<file path="src/rtl/z_packer_pkg.sv">
// Shared types and helpers for the Z word packer (collector + output stage).
// No logic of its own; sizes the bit counter and names the output FSM states.
// Optional feature macro used by the top: Z_PACKER_PARITY_EN.
package z_packer_pkg;

    localparam int Z_PACKER_WIDTH_DEF = 8;

    // Output holding register occupancy.
    typedef enum logic {
        EMPTY = 1'b0,
        FULL  = 1'b1
    } outState_t;

    // Bits needed to count 0..width-1, never less than one.
    function automatic int cntWidth(input int width);
        int w;
        w = $clog2(width);
        return (w < 1) ? 1 : w;
    endfunction

endpackage

</file>
<file path="src/rtl/z_bit_shifter.sv">
// Collects qualified serial Z bits MSB-first and flags each completed WIDTH-bit word.
// Latency: Done/DoneWord are combinational on the edge that samples the final bit.
// Backpressure: none; the collector always accepts a qualified bit and wraps after a word.
module z_bit_shifter
    import z_packer_pkg::*;
#(
    parameter int WIDTH = Z_PACKER_WIDTH_DEF
)
(
    input  logic             ClkM,
    input  logic             RstM,
    input  logic             Z,
    input  logic             ZEn,
    output logic             Done,
    output logic [WIDTH-1:0] DoneWord
);

    localparam int              CW      = cntWidth(WIDTH);
    localparam int              SW      = WIDTH - 1;
    localparam logic [CW-1:0]   CntLast = CW'(WIDTH - 1);

    // Only the WIDTH-1 most recent bits are kept: the oldest bit of a full
    // WIDTH-bit window would be shifted out at the very edge it completes,
    // so it is never observed and storing it buys nothing.
    logic [SW-1:0] Shift;
    logic [CW-1:0] Cnt;

    assign Done     = ZEn && (Cnt == CntLast);
    assign DoneWord = {Shift, Z};

    // Shift in the qualified bit and advance the bit counter, wrapping on completion.
    always_ff @(posedge ClkM or posedge RstM) begin
        if (RstM) begin
            Shift <= '0;
            Cnt   <= '0;
        end else if (ZEn) begin
            Shift <= SW'({Shift, Z});
            Cnt   <= Done ? '0 : Cnt + 1'b1;
        end
    end

endmodule

</file>
<file path="src/rtl/z_word_packer.sv">
// Packs serial Z bits MSB-first into WIDTH-bit words behind a single valid/ready holding register.
// Latency: Word/WordValid load on the same edge that samples the last bit of the word.
// Backpressure: a word completing while the register is full and not being taken is dropped and sets sticky Overrun.
// Optional WordParity output (even parity of Word) is built when Z_PACKER_PARITY_EN is defined.
module z_word_packer
    import z_packer_pkg::*;
#(
    parameter int WIDTH = Z_PACKER_WIDTH_DEF
)
(
    input  logic             ClkM,
    input  logic             RstM,
    input  logic             Z,
    input  logic             ZEn,
    output logic [WIDTH-1:0] Word,
    output logic             WordValid,
    input  logic             WordReady,
    output logic             Overrun,
    input  logic             OverrunClr
`ifdef Z_PACKER_PARITY_EN
    ,
    output logic             WordParity
`endif
);

    outState_t        state;
    logic             done;
    logic [WIDTH-1:0] doneWord;
    logic             loadWord;
    logic             dropWord;

    z_bit_shifter #(
        .WIDTH    (WIDTH)
    ) uShifter (
        .ClkM     (ClkM),
        .RstM     (RstM),
        .Z        (Z),
        .ZEn      (ZEn),
        .Done     (done),
        .DoneWord (doneWord)
    );

    // A completed word is taken if the register is empty or being drained this edge.
    assign loadWord = done && ((state == EMPTY) || WordReady);
    assign dropWord = done && (state == FULL) && !WordReady;

    // The FSM state bit is the valid flag itself, so WordValid is a flop output.
    assign WordValid = (state == FULL);

    // Holding register and occupancy FSM; Word only changes on a load.
    always_ff @(posedge ClkM or posedge RstM) begin
        if (RstM) begin
            state <= EMPTY;
            Word  <= '0;
        end else begin
            if (loadWord) begin
                Word <= doneWord;
            end
            case (state)
                EMPTY:   if (done) state <= FULL;
                FULL:    if (WordReady && !done) state <= EMPTY;
                default: state <= EMPTY;
            endcase
        end
    end

    // Sticky overrun; a new drop on the same edge as a clear keeps it set.
    always_ff @(posedge ClkM or posedge RstM) begin
        if (RstM) begin
            Overrun <= 1'b0;
        end else if (dropWord) begin
            Overrun <= 1'b1;
        end else if (OverrunClr) begin
            Overrun <= 1'b0;
        end
    end

`ifdef Z_PACKER_PARITY_EN
    // Parity travels with Word: loaded on the same edge, held otherwise.
    always_ff @(posedge ClkM or posedge RstM) begin
        if (RstM) begin
            WordParity <= 1'b0;
        end else if (loadWord) begin
            WordParity <= ^doneWord;
        end
    end
`endif

endmodule

</file>
<file path="config.mk">
export PLATFORM = sky130hd
export DESIGN_NAME = z_word_packer
export DESIGN_NICKNAME = d
export VERILOG_FILES = /design/src/rtl/z_packer_pkg.sv /design/src/rtl/z_bit_shifter.sv /design/src/rtl/z_word_packer.sv
export SDC_FILE = /design/constraint.sdc
export NUM_CORES = 1
export LEC_CHECK = 0
export CAP_MARGIN = 0
export CORE_MARGIN = 2
export CORE_UTILIZATION = 53
export CTS_CLUSTER_DIAMETER = 200
export CTS_CLUSTER_SIZE = 28
export DETAILED_ROUTE_END_ITERATION = 6
export PLACE_DENSITY = 0.81
export SYNTH_ARGS = -nofsm -noshare
export SYNTH_HDL_FRONTEND = slang
export SYNTH_HIERARCHICAL = 1
export SYNTH_SLANG_ARGS = --single-unit
</file>
<file path="constraint.sdc">
create_clock -name ClkM -period 3.3 [get_ports ClkM]
set_input_delay 0.495 -clock ClkM [delete_from_list [all_inputs] [get_ports ClkM]]
set_output_delay 0.495 -clock ClkM [all_outputs]
set_load 0.03 [all_outputs]
</file>
[After elaboration in Yosys (flattened, before gate mapping)]
Cells that the tools add are included.
Cells by class
  order comparisons: 0
  $add $sub $neg: 1
  multiplexer cells: 6
  bitwise gates (word level): 1
  eq/ne operators: 1
  $mul: 0
  shift operators: 0
  reductions and logical operators: 9
  div/mod/pow operators: 0
Operator list (count)
  logical AND 1 bit: 5
  two-way mux 1 bit: 4
  adder 3 x 1 -> 3 bit (second input constant): 1
  == test 3 bit (second input constant): 1
  two-way mux 3 bit: 1
  zero test 1 bit: 2
  case mux 1 bit (2 select lines): 1
  nonzero test 2 bit: 1
  logical OR 1 bit: 1
  NOT 1 bit: 1
Word-level totals
  memories: 0
  bits in latches: 0
  register bits after elaboration: 20
  logic and storage cells: 23
  output and inout bits: 10
  bits of input ports: 6
  memory bits (read-only): 0
  bits in writable memories: 0

[Longest topological paths before layout]
Gate-level depths: netlist of run 1.
  depth in word-level cells: 6
  depth in mapped cells: 5
  gate-level depth less buffers: 5

[Hierarchy]
The synthesis of run 1 kept the hierarchy.
By module, submodules not included
  z_bit_shifter: seq. area each 250.2 sq um, cells an instance 29, area an instance 451.7 sq um, times used 1
  z_word_packer: seq. area each 250.2 sq um, cells an instance 25, area an instance 416.6 sq um, times used 1

[Worst setup path before layout of run 1]
Ideal clock, no wire load.
  path kind: reg2reg
  start: reg uShifter.Cnt[0]
  end: reg Word[0]
  setup slack: 1.804 ns
  path buffers: 0
  arrival time: 1.371 ns
  period minus slack after synthesis: 1.496 ns
  stages on the path, launching flop included: 6
  setup time: 0.125 ns
  path through: dfrtp_1 > ha_1 > ha_1 > and2_2 > nand2_4 > mux2_4
Between the ends
  cells in the longest elaborated chain, start to end: 3
Ends and longest elaborated chain
  start, declared: RTL line z_bit_shifter.sv:26  | logic [CW-1:0] Cnt;
  start signal, assigned: RTL line z_bit_shifter.sv:38  | Cnt <= Done ? '0 : Cnt + 1'b1;
  == test 3 bit: RTL line z_bit_shifter.sv:28  | assign Done = ZEn && (Cnt == CntLast);
  logical AND 1 bit: RTL line z_bit_shifter.sv:28
  via done: RTL line z_word_packer.sv:27  | logic done;
  logical AND 1 bit: RTL line z_word_packer.sv:44  | assign loadWord = done && ((state == EMPTY) || WordReady);
  end signal, assigned: RTL line z_word_packer.sv:57  | Word <= doneWord;
  end, declared: RTL line z_word_packer.sv:15  | output logic [WIDTH-1:0] Word,
The timed path passes the listed nets, and every way through them passes these cells.
A chain may end at the register's enable or synchronous reset.

[Worst setup path after layout of run 1]
  start: reg state, in the netlist WordValid
  end: out WordValid
RTL lines
  start, declared: RTL line z_word_packer.sv:26  | outState_t state;
  start signal, assigned: RTL line z_word_packer.sv:53  | state <= EMPTY;
  start signal, assigned: RTL line z_word_packer.sv:60  | EMPTY: if (done) state <= FULL;
  start signal, assigned: RTL line z_word_packer.sv:61  | FULL: if (WordReady && !done) state <= EMPTY;
  end, declared: RTL line z_word_packer.sv:16  | output logic WordValid,
No word-level cell between the ends.

==> results.tsv, run 1 <==
metric	value	unit
vdd_drop_max	0.349	mV
grt_util_met3	3.67	%
p_per_area	844	nW/um2
synth_top_family_by_area	multiplexers	
outcome	finished clean	
synthXorXnorAreaFrac	0	%
port_buffers	15	
ctsRootBufferMaster	clkbuf_4	
dr.first_iter.drc_count	2	
num_rows	14	
antenna_found_initial	0	
cp_slowest_stage_delay	0.68	ns
synth_mux_area_share	28.4	%
busiest_layer	met2	
yosys.area_share.simple	4.90	%
cp.required	2.80	ns
syn2layout_area_growth	20.0	%
path_max_fanout	2	
cp_cell_sequence	clkdlybuf4s50_1	
cts_hold_buf	0	
cts_tree	built	
insertion_delay	0.29	ns
maxSlewViolCount	0	
setup_tns	0	ns
synth_nets	62	
path_delay_family	buffers and inverters	
hold_viol	0	
end_kind	output port	
grt_util_met2	21.4	%
synthAdderAreaFrac	2.88	%
num_io_pins	16	
cp_num_buf_inv	1	
maxSlewHeadroom	61.5	%
numCtsBuffers	3	
worst_slew_pin_slew	0.576	ns
synthCells	54	
antenna_left	0	
final_cells	86	
coreArea	1520	um2
cts_setup_buffers	0	
ys_types	14	
syn_area_per_cell	16.1	um2
path_class	reg2out	
grt_pass1_wl	2.08	mm
finalNetCount	80	
finalPower	0.880	mW
synth_seq_cells	20	
slowest_stage	clkdlybuf4s50_1	
first_pass_iters	2	
insertedDiodeCount	0	
grt.met1_usage	20.8	%
start_kind	flop	
vias	431	
post_cts_resized	0	
drc	0	
die_area	1980	um2
synth_compound_area_share	1.44	%
h-tree-depth	1	
cap_violations	0	
start_util	57.0	%
hold_class	in2async	
grt_usage	15.1	%
period_needed	1.87	ns
wirelength	1.20	mm
min_period_over_period	56.8	%
post-dp-hpwl	968	um
cts_sinks	20	
place_congestion	0.647	
die_w	44.5	um
ctsLongestPathBuffers	2	
crit_arrival	1.38	ns
rsz0062_at_grt	false	
viasPerCell	5.01	
synth-seq-area-share	57.6	%
clk_pin_slew	0.10	ns
grt_max_degree	13	
p_leak	0.521	nW
syn_area	868	um2
yosys_warnings	6	
report.final.setup_viol	0	
die_y	44.5	um
grt_overflow	0	
clock.fmax	534	MHz
wl_per_cell	13.9	um
drive_gt1_share	31.4	%
grt_pass1_vias	451	
skew	0.000440	ns
dp.cells	83	
==> routing by layer <==
layer,wire (um),share of wire (%)
met1,618,52
met2,526,44
met3,29,2.4
met4,25,2.1
met5,0,0
==> final timing paths <==
check / startpoint / end / slack [ns] / cells after the start
min in group ClkM: uShifter/Cnt[0] / uShifter/Cnt[0] / 0.48 / 1
max reg2reg: uShifter/Cnt[0] / Word[0] / 1.74 / 5
min reg2reg: uShifter/Cnt[0] / uShifter/Cnt[0] / 0.48 / 1
max: WordValid / WordValid / 1.43 / 1
min: RstM / Word[0] / 0.48 / 2
max in group asynchronous: RstM / uShifter/Shift[6] / 2.55 / 2
==> registers in the layout, indices dropped and copies added, names as in the netlist <==
name            count
Overrun             1
Word                8
WordValid           1
uShifter/Shift      7
uShifter/Cnt        3
==> power breakdown <==
| group | leakage, nW | total [mW] | internal (mW) | switching [mW] |
|---|---|---|---|---|
| clock | 0.0138 | 0.110 | 0.0425 | 0.0680 |
| sequential | 0.245 | 0.387 | 0.331 | 0.0564 |
| combinational | 0.263 | 0.382 | 0.211 | 0.170 |
| total | 0.521 | 0.880 | 0.585 | 0.295 |
==> through the flow <==
step	instance area, um2	hold WS, ns	setup WS [ns]	util (%)
2_1_floorplan	868	0.335	1.80	-
3_3_place_gp	1020	0.473	1.13	66.9
3_5_place_dp	1020	0.476	1.11	66.9
4_1_cts	1040	0.481	1.41	68.4
5_1_grt	1040	0.513	1.38	68.4
6_report	1040	0.483	1.43	68.4
==> cell usage in the layout, fill, tap and decap left out, drive strengths merged <==
| master | netlist | layout |
|---|---|---|
| inv | 6 | 6 |
| nand2b | 2 | 2 |
| and2 | 1 | 1 |
| ha | 2 | 2 |
| mux2 | 16 | 16 |
| clkdlybuf4s50 | 0 | 15 |
| o22ai | 2 | 2 |
| mux2i | 1 | 1 |
| dfrtp | 20 | 20 |
| clkbuf | 0 | 3 |
| nand2 | 2 | 2 |
==> layout make-up <==
class | count | area [um2]
inverter | 6 | 22.5
tap | 16 | 20.0
fill | 107 | 482
timing repair buffer | 15 | 150
clock buffer | 3 | 22.5
multi-input combinational | 26 | 327
sequential | 20 | 500
==> synthesized netlist by cell type <==
cell / count / share of area, %
mux2_2: 1 / 1.3
nand2b_4: 1 / 1.6
ha_1: 2 / 2.9
o22ai_1: 2 / 1.4
buf_4: 1 / 0.86
inv_1: 6 / 2.6
nand2_4: 1 / 1.3
nand2_1: 1 / 0.43
nand2b_1: 1 / 0.72
dfrtp_1: 20 / 58
mux2i_1: 1 / 1.2
mux2_4: 15 / 26
buf_6: 1 / 1.3
and2_2: 1 / 0.86
==> logic make-up after synthesis <==
family,after synthesis
compound gates,2
fa+ha+maj,2
buf+inv,8
flops,20
mux,17
simple gates,5
Note: power is estimated with default switching activity, not from simulation.
==> inputs of run 2 (changes only) <==
Settings changed: CORE_UTILIZATION 53 to 49, PLACE_DENSITY 0.81 to 0.76.
Clock period 3.3 ns to 1.9 ns, I/O delays scaled along.
==> results.tsv, run 2 (synthesized netlist as in run 1, its figures left out) <==
metric	value	unit	change
outcome	finished clean		
drive_gt1_share	33.3	%	+1.9 points
insertedDiodeCount	0		unchanged
grt_max_degree	13		unchanged
first_pass_iters	3		+1
maxSlewViolCount	0		unchanged
wirelength	1.23	mm	+2.8%
mostFrequentLayoutCells	dfrtp_1 (20), mux2_4 (15), clkdlybuf4s50_1 (15), inv_1 (6), clkbuf_4 (3)		
drc	0		unchanged
viasPerCell	5.06		+0.89%
num_rows	15		+1
insertion_delay	0.30	ns	about the same
h-tree-depth	1		unchanged
p_leak	0.540	nW	+3.6%
ctsRootBufferMaster	clkbuf_4		
post-dp-hpwl	939	um	-3.0%
slowest_stage	clkdlybuf4s50_1		
vdd_drop_max	0.722	mV	+110%
final_common_cell	dfrtp_1		
worst_slew_pin_slew	0.378	ns	-0.199 ns
finish.instance_area	1080	um2	+3.7%
cp_cell_sequence	clkdlybuf4s50_1		
p_per_area	1550	nW/um2	+84%
vias	450		+4.4%
grt_usage	14.3	%	-0.83 points
dp.cells	85		+2.4%
end_kind	output port		
die_w	46.1	um	+3.6%
grt_pass1_vias	479		+6.2%
top_regs	Word x8, uShifter/Shift x7, uShifter/Cnt x3		
setup_tns	0	ns	unchanged
cp.required	1.62	ns	-1.18 ns
path_class	reg2out		
start_kind	flop		
post_cts_resized	0		unchanged
final_cells	89		+3.5%
finalPower	1.68	mW	+91%
cap_violations	0		unchanged
clk_pin_slew	0.12	ns	+0.02 ns
grt_overflow	0		unchanged
top_register	Word		
die_area	2120	um2	+7.4%
die_y	46.1	um	+3.6%
syn2layout_area_growth	24.5	%	
ctsLongestPathBuffers	2		unchanged
min_period_over_period	88.1	%	
crit_arrival	1.39	ns	about the same
start_util	51.4	%	-5.6 points
final_util	64.0	%	-4.4 points
place_congestion	0.645		-0.23%
hold_class	in2async		
rsz0062_at_grt	false		
largest_register_ffs	8		unchanged
skew	0.0114	ns	+0.0110 ns
period_needed	1.67	ns	
num_io_pins	16		unchanged
worstRegToRegCells	5		unchanged
report.final.setup_viol	0		unchanged
grt_pass1_wl	2.07	mm	-0.29%
maxSlewHeadroom	74.8	%	+13 points
port_buffers	15		unchanged
path_max_fanout	2		unchanged
path_delay_family	buffers and inverters		
cp_num_buf_inv	1		unchanged
cts_setup_buffers	0		unchanged
cts_sinks	20		unchanged
wl_per_cell	13.9	um	-0.63%
cts_tree	built		
finalNetCount	81		+1.3%
clock.fmax	597	MHz	
cp_slowest_stage_delay	0.69	ns	about the same
antenna_left	0		unchanged
numCtsBuffers	3		unchanged
placed_area	1030	um2	+0.86%
dr.first_iter.drc_count	5		+3
coreArea	1690	um2	+11%
cts_hold_buf	0		unchanged
hold_viol	0		unchanged
crit_cells	1		unchanged
antenna_found_initial	0		unchanged
[run 2: worst register-to-register path, cell delays in order (launching register included)]
cell,delay (ns)
dfrtp_1,0.41
ha_1,0.20
ha_1,0.18
and2_2,0.22
nand2_4,0.15
mux2_4,0.31
[run 2: report_power, final]
group | internal, mW | switching [mW] | leakage, nW
clock | 0.213 | 0.131 | 0.0279
combinational | 0.368 | 0.296 | 0.268
sequential | 0.574 | 0.0946 | 0.245
[run 2: layer usage]
layer | vias to the layer above | track usage (%) | wire, um
li1 | 217 | - | -
met1 | 222 | 18.7 | 618
met2 | 9 | 21.1 | 577
met3 | 2 | 2.35 | 18
met4 | 0 | 10.3 | 19
met5 | - | 0 | 0
[run 2: final timing paths]
kind / startpoint / endpoint / slack, ns
setup / recovery: WordValid / WordValid / 0.23
hold / removal: RstM / uShifter/Shift[3] / 0.28
setup reg to reg: uShifter/Cnt[0] / Word[5] / 0.33
hold reg to reg: uShifter/Cnt[0] / uShifter/Cnt[0] / 0.49
max in group asynchronous: RstM / WordValid / 1.34
min in group ClkM: uShifter/Cnt[0] / uShifter/Cnt[0] / 0.49
[run 2: stage by stage]
stage | hold WS (ns) | setup WS (ns)
3_3_place_gp | 0.466 | 0.374
2_1_floorplan | 0.125 | 0.404
6_report | 0.275 | 0.226
4_1_cts | 0.287 | 0.209
5_1_grt | 0.306 | 0.179
3_5_place_dp | 0.481 | 0.345
[run 2: layout make-up]
class / count / area [um2]
sequential: 20 / 500
fill: 126 / 608
clock inverter: 1 / 30.0
timing repair buffer: 16 / 158
multi-input combinational: 26 / 327
inverter: 6 / 22.5
clock buffer: 3 / 22.5
tap: 17 / 21.3
==> inputs of run 3 (changes only) <==
Settings changed: SYNTH_HIERARCHICAL 1 to not set.
==> results.tsv, run 3 <==
metric	value	unit	change
die_y	45.3	um	-1.8%
maxSlewHeadroom	79.2	%	+4.4 points
yosys_warnings	0		-6
numCtsBuffers	3		unchanged
yosys.area.top_type_share	60.0	%	+2.3 points
r2r_start	uShifter.Cnt[0]		
wirelength	1.21	mm	-2.3%
yosys-top-cells-count	dfrtp_1 (20), mux2_2 (8), mux2_4 (8), inv_1 (4)		
ctsLongestPathBuffers	2		unchanged
start_util	53.5	%	+2.1 points
maxSlewViolCount	0		unchanged
path_max_fanout	2		unchanged
grt_overflow	0		unchanged
skew	0.00864	ns	-0.00276 ns
antenna_found_initial	0		unchanged
report.final.setup_viol	0		unchanged
rsz0062_at_grt	false		
die_area	2050	um2	-3.5%
h-tree-depth	1		unchanged
synthFlopType	dfrtp_1		
synth_most_common_cell	dfrtp_1		
drc	0		unchanged
crit_arrival	1.38	ns	about the same
path_class	reg2out		
period_needed	1.67	ns	-0.00608 ns
hold_viol	0		unchanged
cp_cell_sequence	clkdlybuf4s50_1		
die_w	45.3	um	-1.8%
post_cts_resized	0		unchanged
cts_setup_buffers	0		unchanged
num_io_pins	16		unchanged
syn_area	835	um2	-3.9%
synth_seq_cells	20		unchanged
top_register	Word		
synth-seq-area-share	60.0	%	+2.3 points
finalNetCount	82		+1.2%
clock.fmax	599	MHz	+0.36%
synthCells	54		unchanged
viasPerCell	5.27		+4.2%
insertion_delay	0.31	ns	about the same
clk_pin_slew	0.12	ns	about the same
post-dp-hpwl	912	um	-2.9%
vias	469		+4.2%
synth_nets	62		unchanged
mostFrequentLayoutCells	dfrtp_1 (20), clkdlybuf4s50_1 (15), mux2_2 (8), mux2_4 (8), inv_1 (4)		
insertedDiodeCount	0		unchanged
cp_slowest_stage_delay	0.68	ns	about the same
cts_sinks	20		unchanged
port_buffers	15		unchanged
slowest_stage	clkdlybuf4s50_1		
cp-startpoint	WordValid		
path_delay_family	buffers and inverters		
cts_tree	built		
coreArea	1560	um2	-7.7%
num_rows	14		-1
synth-edff-count	0		unchanged
end_kind	output port		
grt_max_degree	21		+8
antenna_left	0		unchanged
grt_pass1_wl	2.19	mm	+6.0%
final_util	67.7	%	+3.7 points
largest_register_ffs	8		unchanged
syn2layout_area_growth	26.5	%	
outcome	finished clean		
syn_area_per_cell	15.5	um2	-3.9%
start_kind	flop		
top_regs	Word x8, uShifter.Shift x7, uShifter.Cnt x3		
hold_class	in2async		
grt_pass1_vias	492		+2.7%
ctsRootBufferMaster	clkbuf_4		
min_period_over_period	87.8	%	-0.32 points
ys_types	13		-1
cap_violations	0		unchanged
async_flop_share	100	%	unchanged
p_leak	0.493	nW	-8.8%
wl_per_cell	13.5	um	-2.3%
setup_tns	0	ns	unchanged
p_per_area	1590	nW/um2	+2.2%
grt_usage	15.3	%	+1.0 points
worst_slew_pin_slew	0.311	ns	-0.0670 ns
cts_hold_buf	0		unchanged
drive_gt1_share	34.2	%	+0.91 points
synth_area_leaders	dfrtp_1 (60%), mux2_4 (14%), mux2_2 (11%), ha_1 (3.0%), o22ai_1 (2.2%)		
place_congestion	0.671		+4.0%
cp.required	1.62	ns	about the same
final_common_cell	dfrtp_1		
first_pass_iters	4		+1
dr.first_iter.drc_count	4		-1
yosysTopAreaCell	dfrtp_1		
cp_num_buf_inv	1		unchanged
vdd_drop_max	0.792	mV	+9.7%
[run 3: worst reg2reg max path: cells and delay by family, from the launching register on]
kind	cells	cell delay (ns)
AND/OR/NAND/NOR	2	0.41
flip-flops	1	0.39
adder cells (fa/ha/maj)	2	0.39
multiplexers	1	0.33
[run 3: logic make-up after synthesis]
family                     Yosys count  share of synthesized area, %
DFF                                 20                          60.0
buffers and inverters                6                          3.75
adders and majority gates            2                          3.00
muxes                               16                          25.2
AOI/OAI and AO/OA                    3                          2.25
and+or+nand+nor                      7                          5.85
[run 3: path summary, 6_finish.rpt]
| kind | endpoint | slack (ns) | depth (start not counted) |
|---|---|---|---|
| worst max-delay path | WordValid | 0.23 | 1 |
| worst min-delay path | uShifter.Shift[4] | 0.28 | 3 |
| worst max register to register | Word[1] | 0.27 | 5 |
| worst min register to register | Word[7] | 0.52 | 1 |
| max in group asynchronous | Word[0] | 1.41 | 3 |
| min in group ClkM | Word[7] | 0.52 | 1 |
[run 3: routing by layer]
metal,wire length [um],global-route usage [%],share of wire [%],up-vias
met2,552,23.1,46,11
met1,578,21.0,48,236
met5,0,0,0,-
met4,18,7.06,1.5,0
li1,-,-,-,220
met3,56,3.60,4.6,2
[run 3: through the flow]
stage | worst slack [ns] | cells | instance area (um2) | power, mW | hold slack, ns
detailed placement | 0.244 | 85 | 1000 | 1.35 | 0.495
finish | 0.232 | 89 | 1060 | 1.67 | 0.279
global placement | 0.259 | 85 | 1000 | 1.33 | 0.491
floorplan | 0.430 | 54 | 835 | 1.11 | 0.249
CTS | 0.212 | 89 | 1060 | 1.70 | 0.283
global route | 0.159 | 89 | 1060 | 1.77 | 0.319
[run 3: layout make-up]
class	count	area [um2]
fill	104	503
clock inverter	1	30.0
tap	16	20.0
timing repair buffer	17	165
multi-input combinational	28	303
clock buffer	3	22.5
sequential	20	500
inverter	4	15.0
[run 3: where the power goes]
group          total, mW  switching, mW  internal (mW)  leakage [nW]
Combinational      0.652          0.302          0.350         0.218
Clock              0.348          0.134          0.213        0.0279
Sequential         0.674         0.0959          0.579         0.247
Total               1.67          0.532           1.14         0.493
